<file path="src/rtl/shift_seq.sv">
// Multi-cycle barrel-less shifter: one bit per clock, SLL/SRL/SRA, with
// flush abort and a result register that only changes on completion.
module shift_seq (
   input  logic        clk,
   input  logic        rst_n,
   input  logic        start,
   input  logic        flush,
   input  logic [1:0]  op,
   input  logic [31:0] A,
   input  logic [4:0]  shamt,
   output logic        ready,
   output logic        busy,
   output logic        done,
   output logic [31:0] res
);

   typedef enum logic [1:0] {
      IDLE  = 2'd0,
      SHIFT = 2'd1,
      DONE  = 2'd2
   } state_t;

   state_t      state, state_nxt;
   logic [31:0] data_q, data_nxt;
   logic [31:0] shifted;
   logic [31:0] res_q, res_nxt;
   logic [4:0]  cnt_q, cnt_nxt;
   logic [1:0]  op_q, op_nxt;
   logic        sign_q, sign_nxt;

   // Single-bit step of the latched operation; code 11 behaves as SRL.
   always_comb begin
      shifted = {1'b0, data_q[31:1]};
      case (op_q)
         2'b00:   shifted = {data_q[30:0], 1'b0};
         2'b10:   shifted = {sign_q, data_q[31:1]};
         default: shifted = {1'b0, data_q[31:1]};
      endcase
   end

   always_comb begin
      state_nxt = state;
      data_nxt  = data_q;
      cnt_nxt   = cnt_q;
      op_nxt    = op_q;
      sign_nxt  = sign_q;
      res_nxt   = res_q;

      if (flush) begin
         state_nxt = IDLE;
         cnt_nxt   = '0;
      end else begin
         case (state)
            IDLE: begin
               if (start) begin
                  data_nxt = A;
                  op_nxt   = op;
                  sign_nxt = A[31];
                  cnt_nxt  = shamt;
                  if (shamt == 5'd0) begin
                     state_nxt = DONE;
                     res_nxt   = A;
                  end else begin
                     state_nxt = SHIFT;
                  end
               end
            end
            // res is loaded on the edge entering DONE so it is valid alongside done.
            SHIFT: begin
               data_nxt = shifted;
               if (cnt_q <= 5'd1) begin
                  cnt_nxt   = '0;
                  state_nxt = DONE;
                  res_nxt   = shifted;
               end else begin
                  cnt_nxt = cnt_q - 5'd1;
               end
            end
            DONE:    state_nxt = IDLE;
            default: state_nxt = IDLE;
         endcase
      end
   end

   always_ff @(posedge clk) begin
      if (!rst_n) begin
         state  <= IDLE;
         data_q <= '0;
         cnt_q  <= '0;
         op_q   <= '0;
         sign_q <= 1'b0;
         res_q  <= '0;
      end else begin
         state  <= state_nxt;
         data_q <= data_nxt;
         cnt_q  <= cnt_nxt;
         op_q   <= op_nxt;
         sign_q <= sign_nxt;
         res_q  <= res_nxt;
      end
   end

   assign ready = (state == IDLE);
   assign busy  = (state == SHIFT) || (state == DONE);
   assign done  = (state == DONE);
   assign res   = res_q;

endmodule

</file>
<file path="config.mk">
export PLATFORM = sky130hd
export DESIGN_NAME = shift_seq
export DESIGN_NICKNAME = d
export VERILOG_FILES = /design/src/rtl/shift_seq.sv
export SDC_FILE = /design/constraint.sdc
export NUM_CORES = 1
export LEC_CHECK = 0
export BUFFER_PORTS_ARGS = -buffer_cell sky130_fd_sc_hd__buf_2
export CAP_MARGIN = 5
export CORE_ASPECT_RATIO = 0.5
export CORE_MARGIN = 2
export CORE_UTILIZATION = 59
export CTS_CLUSTER_DIAMETER = 50
export DETAILED_ROUTE_END_ITERATION = 16
export GPL_ROUTABILITY_DRIVEN = 0
export PLACE_DENSITY = 0.85
export SETUP_SLACK_MARGIN = 0.3
export SYNTH_ARGS = -nofsm -noshare
export SYNTH_HDL_FRONTEND = slang
export SYNTH_SLANG_ARGS = --single-unit
</file>
<file path="constraint.sdc">
create_clock -name clk -period 3.5 [get_ports clk]
set_input_delay 0.175 -clock clk [delete_from_list [all_inputs] [get_ports clk]]
set_output_delay 0.175 -clock clk [all_outputs]
set_load 0.1 [all_outputs]
</file>
# Yosys cells after proc, flatten, opt, wreduce, memory -nomap -nowiden
# Cells that the tools add are included.
# word_totals
input_bits	43
word_cells	41
out_inout_bits	35
ff_bits	74
# op_classes
addsub	1
n_bitwise	2
n_lt_le_gt_ge	1
reduce_logical	11
n_eq_ne	6
n_mux	14
# ops
op	n
one-hot mux 32 bit (2 select lines)	3
2-to-1 mux 32 bit	4
2-to-1 mux 5 bit	2
one-hot mux 5 bit (2 select lines)	1
2-to-1 mux 2 bit	3
AND reduction 3 bit	2
less-or-equal comparator 5 x 1 -> 1 bit (second input constant)	1
zero test 5 bit	1
AND reduction 5 bit	1
subtractor 5 x 1 -> 5 bit (second input constant)	1
equality test 2 bit (second input constant)	2
zero test 2 bit	2
inequality test 2 bit (second input constant)	2
one-hot mux 2 bit (2 select lines)	1
AND reduction 2 bit	2
equality test 2 x 1 -> 1 bit (second input constant)	1
inequality test 2 x 1 -> 1 bit (second input constant)	1
inverter 1 bit	2
nonzero test 2 bit	1
OR reduction 2 bit	1
logical OR 1 bit	1

# Longest topological paths before layout
# logic_depth
depth_word	4
ltp_mapped	8
mapped_depth_nobuf	6

# Worst setup path after synthesis
# No wires, ideal clock.
# synth_timing
path_type	reg2reg
from	register state[0]
to	register res_q[0], in the netlist res[0]
n_path_buf	2
required_ns	3.428
arrival_time_ns	2.440
setup_ns	0.072
stages_incl_launch_ff	9
setup_slack_ns	0.988
path_cell_list	dfxtp_1 -> inv_1 -> ha_1 -> buf_2 -> mux2i_2 -> nor2_2 -> nand3_4 -> buf_6 -> mux2i_1
# synth_between
elab_chain_len	3
# synth_rtl
element	line	rtl
from (decl)	23	state_t state, state_nxt;
from (signal assigned)	94	state <= state_nxt;
zero test 2 bit *	--	
via ready	11	output logic ready,
inequality test 2 x 1 -> 1 bit (no source line), or another cell as far along	--	
AND reduction 5 bit (no source line)	--	
to (signal assigned)	99	res_q <= res_nxt;
to (decl)	26	logic [31:0] res_q, res_nxt;
# Mark *: on every way through the listed nets, which the timed path passes. The rest lies on a longest branch.
# A chain may end at the register's enable or synchronous reset.

# Worst setup path in the final report
# layout_timing
from	register state[0]
to	register res_q[7], in the netlist res[7]
# layout_between
elab_chain_len	3
# layout_rtl
element	line	rtl
equality test 2 x 1 -> 1 bit / zero test 2 bit (equally long branches)	53	case (state)
inequality test 2 bit (no source line), or another cell as far along	--	
AND reduction 5 bit (no source line)	--	
# Parallel ways exist; a longest one is shown, timed or not.

==> reports/metrics.cfg <==
[synth]
synth_top_area_share_pct = 37.76
synth_area_um2 = 3924
syn_area_per_cell_um2 = 7.943
yosysWarnings = 0
ys_seq_area_share_pct = 37.76
yosys-top-cells-area = dfxtp_1 (38%), nand2_1 (12%), mux2i_1 (8.9%)
ys_types = 41
synth_seq_cells = 74
yosysTopAreaCell = dfxtp_1
syn_inst = 494
syn_nets = 542

[cts]
clk_transition_reported_paths_ps = 50
cts_tree = yes
clk_latency_ps = 340
cts_setup_buffers = 0
cts_sinks = 74
cts_max_level = 3
root_buffer = clkbuf_16
cts_hold_buffers = 0
numCtsBuffers = 9
cts_resized = 0
cts_buffer_depth = 2

[min_path]
hold_class = input port to flop

[detailed_routing]
drt-initial-drc-count = 274
wl_per_cell_um = 14.69
vias = 3674
drc = 0
drt-total-wl_um = 9416
dr.pass1.iters = 5
vias_per_cell = 5.732
ant_nets = 0

[power_and_ir_drop]
ir_drop_uv = 294.8
fin_total_pwr_mw = 2.306
total_leakage_power_nw = 2.073
power.density_nw_per_um2 = 498.3

[final_layout]
final_common_cell = nand2_1
final_cell_mix = nand2_1 (125), buf_2 (77), dfxtp_1 (74)
final_nets = 596
diodes = 0
area_delta_synth_final_pct = 17.92
final_cell_area_um2 = 4627
drive_gt1_share_pct = 24.95

[global_routing]
antenna_found_initial = 0
grt_max_degree = 74
grt_pass1_wl_um = 15100
grt_pass1_vias = 3187
grt.total_usage_pct = 26.58
grt_overflow = 0

[die]
dieArea_um2 = 7358
fp.dieH_um = 61.67
fp-row-count = 20
core-area_um2 = 6256
start_util_pct = 62.72
die_x_um = 119.3
io_pins = 78

[critical_path]
cp_data_required_time_ps = 3750
cp_cell_sequence = inv_1 > ha_1 > mux2i_2 > nor2_2 > buf_4 > nand3_4 > mux2i_1
slowest_delay_ps = 570
cp_top_family = simple AND/OR/NAND/NOR gates
end_kind = flop
cp.arrival_ps = 2740
path_max_fanout = 34
startpoint_type = flop
worstPathBufferInverterCount = 2
crit_path_top_delay_cell = nand3_4
critPathKind = flop to flop

[place]
port_buffers = 77
placed_cell_area_um2 = 4288
dp.final_hpwl_um = 6008

[sta]
setup_viol = 0
finalCriticalPeriod_ps = 2488
skew_ps = 3.294
hold_violations = 0
drv_slew = 0
fin_hold_ws_ps = 120.8
clock.fmax_ghz = 0.4019
period_share_pct = 71.09
tightest_slew_ps = 1131
fin_tns_setup_ps = 0
relSlewSlack_pct = 24.49
rsz0062_at_grt = no

[run_status]
outcome = finished clean

[run]
cap_violations = 0

## registers in the layout, summed over array words and instances, names as in the netlist
register	count
sign_q	1
op_q	2
res	32
data_q	32
state	2
cnt_q	5
## area by class of cell
type,count,area [µm²]
multi-input cells,373,2236
fillers,514,1629
flip-flops and latches,74,1481
repair buffers,84,437.9
clock buffers,12,266.5
well taps,88,110.1
clock inverters,4,72.57
inverters,6,22.52
## final timing paths
| check | slack (ps) | endpoint | startpoint | cells after the start |
|---|---|---|---|---|
| min reg2reg | 450 | res[29] | res[29] | 2 |
| max | 1010 | res[7] | state[0] | 7 |
| min | 120 | op_q[1] | op[1] | 3 |
| max reg2reg | 1010 | res[7] | state[0] | 7 |
## worst min-delay path, delay by kind of cell
kind | cells | cell delay, ps
AND/OR/NAND/NOR | 1 | 90
multiplexers | 1 | 60
buffers and inverters | 1 | 90
## per-stage QoR
step | setup WS, ps | utilization, % | cells
2_1_floorplan | 987.9 | - | 494
3_3_place_gp | 1127 | 68.54 | 625
3_5_place_dp | 1031 | 68.54 | 625
4_1_cts | 1031 | 73.96 | 641
5_1_grt | 815.3 | 73.96 | 641
6_report | 1012 | 73.96 | 641
## cells by family (layout without fill, tap and decap cells)
| group | Yosys count | in the layout | share of synthesized area (%) |
|---|---|---|---|
| DFF | 74 | 74 | 37.76 |
| buffers and inverters | 47 | 106 | 5.325 |
| AOI/OAI and AO/OA | 119 | 119 | 19.55 |
| muxes | 37 | 37 | 9.566 |
| adders and majority gates | 5 | 5 | 1.594 |
| and+or+nand+nor | 212 | 212 | 26.21 |
## cells in the mapped netlist (all sizes together)
library cell	number
buf	12
o41a	1
o21a	1
a21oi	8
nand2b	4
a21boi	30
or3b	30
a31oi	32
o41ai	1
nand3	1
o211a	2
ha	5
nor3b	2
and3	1
nor2	36
o2111ai	1
inv	6
nand3b	2
nor3	1
nand4b	1
o22ai	1
nand2	125
o21ba	1
o311ai	1
a221oi	1
clkbuf	29
dfxtp	74
nor2b	6
and4	2
or4	1
mux2	1
a211oi	2
mux2i	36
o21ai	37
## power breakdown
| group | switching, mW | total (mW) | leakage [nW] | internal [mW] |
|---|---|---|---|---|
| clock network | 0.347 | 1.03 | 0.165 | 0.681 |
| logic | 0.246 | 0.365 | 1.31 | 0.120 |
| registers | 0.0337 | 0.913 | 0.601 | 0.880 |
## layer usage
metal | part of all wire, % | track usage (%) | up-vias
met5 | 0 | 0 | -
met4 | 1.4 | 11.09 | 0
met3 | 8.0 | 6.574 | 12
met2 | 44 | 42.04 | 152
met1 | 47 | 35.81 | 1697
li1 | - | - | 1813
Power figures use the tool's default switching activity.
